--- config.mk ---
export PLATFORM = sky130hd
export DESIGN_NAME = sram_like_arbiter
export DESIGN_NICKNAME = d
export VERILOG_FILES = /design/src/rtl/sram_like_arbiter.sv
export SDC_FILE = /design/constraint.sdc
export NUM_CORES = 1
export LEC_CHECK = 0
export CORE_AREA = 3 3 119 121
export CTS_BUF_LIST = sky130_fd_sc_hd__clkbuf_8
export CTS_CLUSTER_DIAMETER = 60
export CTS_CLUSTER_SIZE = 28
export DETAILED_ROUTE_END_ITERATION = 8
export DIE_AREA = 0 0 122 124
export GPL_TIMING_DRIVEN = 1
export PLACE_DENSITY = 0.72
export SLEW_MARGIN = 20
export SYNTH_ARGS = -nofsm -noshare
export SYNTH_HDL_FRONTEND = slang
export SYNTH_SLANG_ARGS = --single-unit
--- constraint.sdc ---
create_clock -name clk -period 5.05 [get_ports clk]
set_input_delay 1.515 -clock clk [delete_from_list [all_inputs] [get_ports clk]]
set_output_delay 1.515 -clock clk [all_outputs]
set_load 0.005 [all_outputs]
--- src/rtl/sram_like_arbiter.sv ---
// sram_like_arbiter: shares one SRAM-like bus port between an instruction
// requester and a data requester, one outstanding transaction at a time.
// Default build grants data over inst; defining ARB_RR_EN alternates the
// grant between the two sides when both request in the same IDLE cycle.
module sram_like_arbiter #(
   parameter int ADDR_W = 32,
   parameter int DATA_W = 32
) (
   input  logic              clk,
   input  logic              rst,
   input  logic              i_req,
   input  logic              i_wr,
   input  logic [1:0]        i_size,
   input  logic [ADDR_W-1:0] i_addr,
   input  logic [DATA_W-1:0] i_wdata,
   output logic              i_addr_ok,
   output logic              i_data_ok,
   output logic [DATA_W-1:0] i_rdata,
   input  logic              d_req,
   input  logic              d_wr,
   input  logic [1:0]        d_size,
   input  logic [ADDR_W-1:0] d_addr,
   input  logic [DATA_W-1:0] d_wdata,
   output logic              d_addr_ok,
   output logic              d_data_ok,
   output logic [DATA_W-1:0] d_rdata,
   output logic              bus_req,
   output logic              bus_wr,
   output logic [1:0]        bus_size,
   output logic [ADDR_W-1:0] bus_addr,
   output logic [DATA_W-1:0] bus_wdata,
   input  logic              bus_addr_ok,
   input  logic              bus_data_ok,
   input  logic [DATA_W-1:0] bus_rdata,
   output logic              busy
);

   localparam logic [1:0] S_IDLE = 2'd0;
   localparam logic [1:0] S_ADDR = 2'd1;
   localparam logic [1:0] S_DATA = 2'd2;

   localparam logic OWN_INST = 1'b0;
   localparam logic OWN_DATA = 1'b1;

   logic [1:0]        state_q, state_d;
   logic              owner_q, owner_d;
   logic              wr_q, wr_d;
   logic [1:0]        size_q, size_d;
   logic [ADDR_W-1:0] addr_q, addr_d;
   logic [DATA_W-1:0] wdata_q, wdata_d;
   logic              grant_data;
   logic              addr_done;
   logic              data_done;
`ifdef ARB_RR_EN
   logic              last_winner_q, last_winner_d;
`endif

   // Pick the winner for an IDLE-cycle decision (1 = data side).
   always_comb begin
      grant_data = 1'b0;
`ifdef ARB_RR_EN
      if (d_req && i_req) begin
         grant_data = (last_winner_q == OWN_INST);
      end else begin
         grant_data = d_req;
      end
`else
      grant_data = d_req;
`endif
   end

   // Next-state, owner and request latch; the bus only sees latched fields.
   always_comb begin
      state_d = state_q;
      owner_d = owner_q;
      wr_d    = wr_q;
      size_d  = size_q;
      addr_d  = addr_q;
      wdata_d = wdata_q;
`ifdef ARB_RR_EN
      last_winner_d = last_winner_q;
`endif
      case (state_q)
         S_IDLE: begin
            if (d_req || i_req) begin
               state_d = S_ADDR;
               if (grant_data) begin
                  owner_d = OWN_DATA;
                  wr_d    = d_wr;
                  size_d  = d_size;
                  addr_d  = d_addr;
                  wdata_d = d_wdata;
               end else begin
                  owner_d = OWN_INST;
                  wr_d    = i_wr;
                  size_d  = i_size;
                  addr_d  = i_addr;
                  wdata_d = i_wdata;
               end
`ifdef ARB_RR_EN
               last_winner_d = grant_data ? OWN_DATA : OWN_INST;
`endif
            end else begin
               state_d = S_IDLE;
            end
         end
         S_ADDR: begin
            if (bus_addr_ok) begin
               state_d = bus_data_ok ? S_IDLE : S_DATA;
            end else begin
               state_d = S_ADDR;
            end
         end
         S_DATA: begin
            if (bus_data_ok) begin
               state_d = S_IDLE;
            end else begin
               state_d = S_DATA;
            end
         end
         default: begin
            state_d = S_IDLE;
         end
      endcase
   end

   // State and latch registers with synchronous reset.
   always_ff @(posedge clk) begin
      if (rst) begin
         state_q <= S_IDLE;
         owner_q <= OWN_DATA;
         wr_q    <= 1'b0;
         size_q  <= 2'd0;
         addr_q  <= '0;
         wdata_q <= '0;
`ifdef ARB_RR_EN
         last_winner_q <= OWN_INST;
`endif
      end else begin
         state_q <= state_d;
         owner_q <= owner_d;
         wr_q    <= wr_d;
         size_q  <= size_d;
         addr_q  <= addr_d;
         wdata_q <= wdata_d;
`ifdef ARB_RR_EN
         last_winner_q <= last_winner_d;
`endif
      end
   end

   // Handshake strobes: completions outside ADDR/DATA are stray and ignored.
   always_comb begin
      addr_done = (state_q == S_ADDR) && bus_addr_ok;
      data_done = ((state_q == S_ADDR) && bus_addr_ok && bus_data_ok) ||
                  ((state_q == S_DATA) && bus_data_ok);
      i_addr_ok = addr_done && (owner_q == OWN_INST);
      d_addr_ok = addr_done && (owner_q == OWN_DATA);
      i_data_ok = data_done && (owner_q == OWN_INST);
      d_data_ok = data_done && (owner_q == OWN_DATA);
   end

   assign bus_req   = (state_q == S_ADDR);
   assign bus_wr    = wr_q;
   assign bus_size  = size_q;
   assign bus_addr  = addr_q;
   assign bus_wdata = wdata_q;
   assign busy      = (state_q != S_IDLE);
   assign i_rdata   = bus_rdata;
   assign d_rdata   = bus_rdata;

endmodule

==> impl_metrics.tcl, run 1 <==
set metrics [dict create \
    tightest_slew_ns 0.9418 \
    vias_per_cell 4.815 \
    post-route-drc-count 0 \
    rr_worst_depth 4 \
    wl_um 12130 \
    endpoint_kind "primary output" \
    critPathSlowestCell "clkdlybuf4s50_1" \
    power_mw 1.660 \
    cts_buffer_depth 2 \
    cp_max_fo 5 \
    crit_end "d_data_ok" \
    holdWs_ns 0.5228 \
    ant_nets 0 \
    hp-class "reg2reg" \
    grt_max_degree 72 \
    initial_core_util 0.2905 \
    num_rows 42 \
    netlist_area_um2 3831 \
    final_nets 688 \
    htree_levels 3 \
    synthDistinctLibCells 18 \
    final.setup.worst_slack_ns 0.5866 \
    r2r_setup_slack_ns 2.65 \
    grt_pass1_vias 3466 \
    clk_pin_slew_worst_paths_ns 0.08 \
    yosys_warnings 0 \
    place.gp.congestion 0.7613 \
    hold_buffers 0 \
    synth-seq-cells 70 \
    slowest_delay_ns 0.57 \
    area_growth_syn_to_layout_pct 50.72 \
    synth_nets 565 \
    min_path_cells 2 \
    crit_path_start_kind "primary input" \
    portBuffers 212 \
    r2r_end "bus_wdata[7]" \
    r2r-start "state_q[0]" \
    crit_arrival_ns 2.95 \
    tritoncts "built" \
    cts_resized 0 \
    crit_chain "clkdlybuf4s50_1 -> nand2_1 -> a211oi_1 -> clkdlybuf4s50_1" \
    fin_crit_sh 0.8838 \
    power_leakage_nw 2.190 \
    postCtsSetupRepairBufs 0 \
    die_y_um 124 \
    finalCriticalPeriod_ns 4.463 \
    fin_util 0.4378 \
    worstPathRequired_ns 3.54 \
    cap_violations 0 \
    status "complete, no violations" \
    setup_viol 0 \
    final_cell_mix "clkdlybuf4s50_1, dfxtp_1, a21oi_1, mux2i_1, a211oi_1" \
    timing.setup.tns_ns 0 \
    die_area_um2 15130 \
    peakVddDrop_uv 133.0 \
    first_iter_violations 85 \
    fmaxAchievable_ghz 0.2240 \
    cts-buffers-inserted 9 \
    maxSlewViolCount 0 \
    p_int_mw 1.216 \
    power_frac_comb 0.283 \
    die_w_um 122 \
    netSwitchingPower_uw 443.4 \
    pwr-share-clk 0.327 \
    pin_count 309 \
    power_frac_seq 0.390 \
    syn_inst 393 \
    fin_skew_ns 0.006440 \
    startpoint "bus_addr_ok" \
    p_sw_frac 0.2671 \
    antenna_found_initial 0 \
    hpwl_um 8723 \
    layout_commonest_cell "clkdlybuf4s50_1" \
    cp_common_cell "clkdlybuf4s50_1" \
    coreArea_um2 13190 \
    vias 3356 \
    drive_gt1_frac 0.1056 \
    first_pass_iters 4 \
    p_per_area_nw_per_um2 287.5 \
    wire_per_inst_um 17.41 \
    grt_pass1_wl_um 17980 \
    n_antenna_cell 0 \
    root_buffer "clkbuf_8" \
    avgSynthCellArea_um2 9.749 \
    rsz0062_at_grt "false" \
    overflow 0 \
    clk-insertion-delay-late_ns 0.35 \
    hold_viol_final 0 \
    worst-setup-path-type "in2out" \
    pre_cts_slack_ns 0.6407 \
    clock_sinks 70 \
    maxSlewHeadroom 0.3722 \
    ys_seq_area_frac 0.3658 \
    track_usage 0.1527 \
]
worst min path at each step:
stage / startpoint / end / slack (ns)
floorplan: owner_q / owner_q / 0.50
global placement: bus_addr[15] / bus_addr[15] / 0.51
detailed placement: bus_wdata[11] / bus_wdata[11] / 0.52
CTS: bus_wdata[4] / bus_wdata[4] / 0.53
global route: bus_addr[15] / bus_addr[15] / 0.55
finish: bus_addr[17] / bus_addr[17] / 0.52
Yosys cell counts (all sizes together):
cell type | count | share of area
a221o | 1 | 0.0026
inv | 3 | 0.0029
mux2i | 67 | 0.18
nor2 | 3 | 0.0029
a21oi | 68 | 0.089
and2 | 1 | 0.0016
clkbuf | 26 | 0.025
buf | 77 | 0.15
dfxtp | 70 | 0.37
a211oi | 70 | 0.18
nand2b | 2 | 0.0033
nor2b | 1 | 0.0016
or2 | 1 | 0.0016
nand2 | 3 | 0.0029
cell type report:
cell class                 count  area (um2)
fill                        1270        7416
multi-input combinational    217        1760
inverter                       3       11.26
clock inverter                 4       76.32
clock buffer                  12       165.2
tap                          176       220.2
sequential                    70        1401
timing repair buffer         215        2140
flip-flops by register name, summed over array words and instances (netlist names):
register	count
bus_addr	32
bus_size	2
bus_wdata	32
bus_wr	1
owner_q	1
state_q	2
power groups by stage:
stage	sequential, mW	clock (mW)	combinational, mW
after floorplan	0.663	0	0.243
after global placement	0.657	0	0.469
after detailed placement	0.659	0	0.478
after CTS	0.647	0.564	0.479
after global routing	0.655	0.590	0.510
final	0.647	0.542	0.470
stage by stage:
| stage | cell area, um2 | cells |
|---|---|---|
| floorplan | 3831 | 393 |
| global placement | 5533 | 681 |
| detailed placement | 5533 | 681 |
| CTS | 5774 | 697 |
| global route | 5774 | 697 |
| finish | 5774 | 697 |
per-layer routing:
metal / wire length, um / share of wire / track usage / up-vias
met3: 1154 / 0.095 / 0.05268 / 35
met1: 4364 / 0.36 / 0.1587 / 1538
li1: - / - / - / 1609
met5: 0 / 0 / 0 / -
met2: 6144 / 0.51 / 0.2693 / 174
met4: 469 / 0.039 / 0.08613 / 0
critical path: cells and delay by family:
kind,cells,cell delay (ns)
AOI/OAI and AO/OA,1,0.28
and+or+nand+nor,1,0.12
buffers and inverters,2,1.04
kinds of logic after synthesis:
logic type,after synthesis,share of synthesized area
and+or+nand+nor,11,0.01405
AOI/OAI and AO/OA,139,0.2678
buffers and inverters,106,0.1773
muxes,67,0.1750
DFF,70,0.3658
(Power assumes the default switching activity.)
==> run 2: changes to the inputs <==
- ABC_AREA: unset -> 1
- CORE_AREA: 3 3 119 121 -> 3 3 118 120
- DIE_AREA: 0 0 122 124 -> 0 0 121 123
- PLACE_DENSITY: 0.72 -> 0.76
- SLEW_MARGIN: 20 -> unset
==> impl_metrics.tcl, run 2 <==
set metrics [dict create \
    hp-start "owner_q" \
    tightest_slew_ns 0.7100 \
    final_cells 1043 \
    hp-class "reg2reg" \
    timing.setup.tns_ns 0 \
    tritoncts "built" \
    syn_inst 733 \
    synth_ff_type "dfxtp_1" \
    power_leakage_nw 3.073 \
    holdWs_ns 0.5017 \
    coreArea_um2 13090 \
    critPathSlowestCell "clkdlybuf4s50_1" \
    cts_buffer_depth 2 \
    cp_max_fo 3 \
    hold_viol_final 0 \
    netlist_area_um2 4237 \
    vias_per_cell 4.002 \
    peakVddDrop_uv 108.5 \
    n_antenna_cell 0 \
    num_rows 42 \
    r2r_setup_slack_ns 3.38 \
    p_per_area_nw_per_um2 268.9 \
    placed_area_um2 5918 \
    place.gp.congestion 0.7460 \
    vias 4174 \
    nFillCells 1311 \
    dp_cells 1027 \
    synth-compound-area-share 0.002363 \
    pin_count 309 \
    synthDistinctLibCells 15 \
    synth-seq-cells 70 \
    min_path_cells 2 \
    grt_max_degree 69 \
    avgSynthCellArea_um2 5.780 \
    design_area_um2 6152 \
    first_iter_violations 171 \
    worst-setup-path-type "in2out" \
    crit_chain "clkdlybuf4s50_1 -> nand3b_1 -> nand2_1 -> nand2_1 -> nor2_1 -> clkdlybuf4s50_1" \
    ys_seq_area_frac 0.3308 \
    endpoint_kind "primary output" \
    synth_area_leaders "dfxtp_1, nand2_1, buf_4, nor2_1, inv_1" \
    wl_um 11490 \
    grt_pass1_vias 3684 \
    antenna_found_initial 0 \
    synth_mux_area_frac 0 \
    hold_end "owner_q" \
    r2r_end "bus_wdata[2]" \
    clk_pin_slew_worst_paths_ns 0.07 \
    htree_levels 3 \
    track_usage 0.1473 \
    synthSimpleGateAreaFrac 0.4344 \
    overflow 0 \
    final_nets 1034 \
    clock_sinks 70 \
    setup_viol 0 \
    synth_top_family_by_area "simple AND/OR/NAND/NOR gates" \
    yosysMostFrequentCell "nand2_1" \
    crit_arrival_ns 2.88 \
    area_growth_syn_to_layout_pct 45.22 \
    synth_nets 905 \
    layout_commonest_cell "nand2_1" \
    hold_buffers 0 \
    synth_common_cells "nand2_1, nor2_1, inv_1" \
    finalCriticalPeriod_ns 4.399 \
    post-route-drc-count 0 \
    postCtsSetupRepairBufs 0 \
    ant_nets 0 \
    synth_top_area_frac 0.3308 \
    wire_per_inst_um 11.01 \
    status "complete, no violations" \
    yosys_warnings 0 \
    portBuffers 212 \
    grt_pass1_wl_um 17530 \
    worstPathRequired_ns 3.54 \
    cts_resized 0 \
    synth_edf_count 0 \
    cts-buffers-inserted 9 \
    r2r-start "state_q[1]" \
    die_y_um 123 \
    synth_xor_area_frac 0 \
    cap_violations 0 \
    fin_skew_ns 0.007664 \
    drive_gt1_frac 0.03114 \
    final_cell_mix "nand2_1, clkdlybuf4s50_1, nor2_1, inv_1, dfxtp_1" \
    yosysTopAreaCell "dfxtp_1" \
    async_flop_share 0 \
    die_area_um2 14880 \
    rsz0062_at_grt "false" \
    maxSlewHeadroom 0.5260 \
    maxSlewViolCount 0 \
    rr_worst_depth 6 \
    clk-insertion-delay-late_ns 0.35 \
    synthAdderAreaFrac 0 \
    fin_crit_sh 0.8710 \
    first_pass_iters 4 \
    slowest_delay_ns 0.50 \
    hpwl_um 8311 \
    initial_core_util 0.3238 \
    die_w_um 121 \
    root_buffer "clkbuf_8" \
    fmaxAchievable_ghz 0.2273 \
    crit_path_start_kind "primary input" \
]
run 2: routing by layer:
layer,part of all wire,global-route usage,vias to the layer above,routed length [um]
li1,-,-,2291,-
met1,0.42,0.1685,1710,4772
met2,0.47,0.2421,143,5371
met3,0.089,0.05352,30,1027
met4,0.027,0.07649,0,312
met5,0,0,-,0
run 2: cell type report:
type | instances | area (um2) | area share
Timing Repair Buffer | 218 | 2162 | 0.3514
Clock buffer | 12 | 165.2 | 0.02685
Tap cell | 176 | 220.2 | 0.03579
Sequential cell | 70 | 1401 | 0.2278
Inverter | 75 | 284.0 | 0.04617
Clock inverter | 4 | 68.82 | 0.01119
Multi-Input combinational cell | 488 | 1851 | 0.3008
run 2: where the power goes:
group          switching (mW)  internal, mW
combinational           0.213         0.273
clock                   0.210         0.316
sequential             0.0297         0.614
total                   0.452          1.20
run 2: worst max path at each step:
stage          slack, ns        start   endpoint
2_1_floorplan       1.68  bus_addr_ok  d_data_ok
3_3_place_gp        0.68  bus_addr_ok  i_data_ok
3_5_place_dp        0.66  bus_addr_ok  d_data_ok
4_1_cts             0.65  bus_addr_ok  i_data_ok
5_1_grt             0.54  bus_addr_ok  d_data_ok
6_report            0.65  bus_addr_ok  i_data_ok
run 2: worst max-delay path: cells and delay by family:
family	cells	cell delay (ns)
and+or+nand+nor	4	0.39
buffers and inverters	2	0.98
run 2: through the flow:
stage / utilization / power, mW / setup slack [ns]
6_report: 0.4702 / 1.654 / 0.6514
5_1_grt: 0.4702 / 1.770 / 0.5391
4_1_cts: 0.4702 / 1.689 / 0.6545
3_5_place_dp: 0.4523 / 1.146 / 0.6562
3_3_place_gp: 0.4523 / 1.140 / 0.6815
2_1_floorplan: - / 0.9240 / 1.681
run 2: logic make-up (layout without fill, tap and decap cells):
group           count (synthesis)  after routing
flops                          70             70
compound gates                  2              2
buf+inv                       175            309
simple gates                  486            486
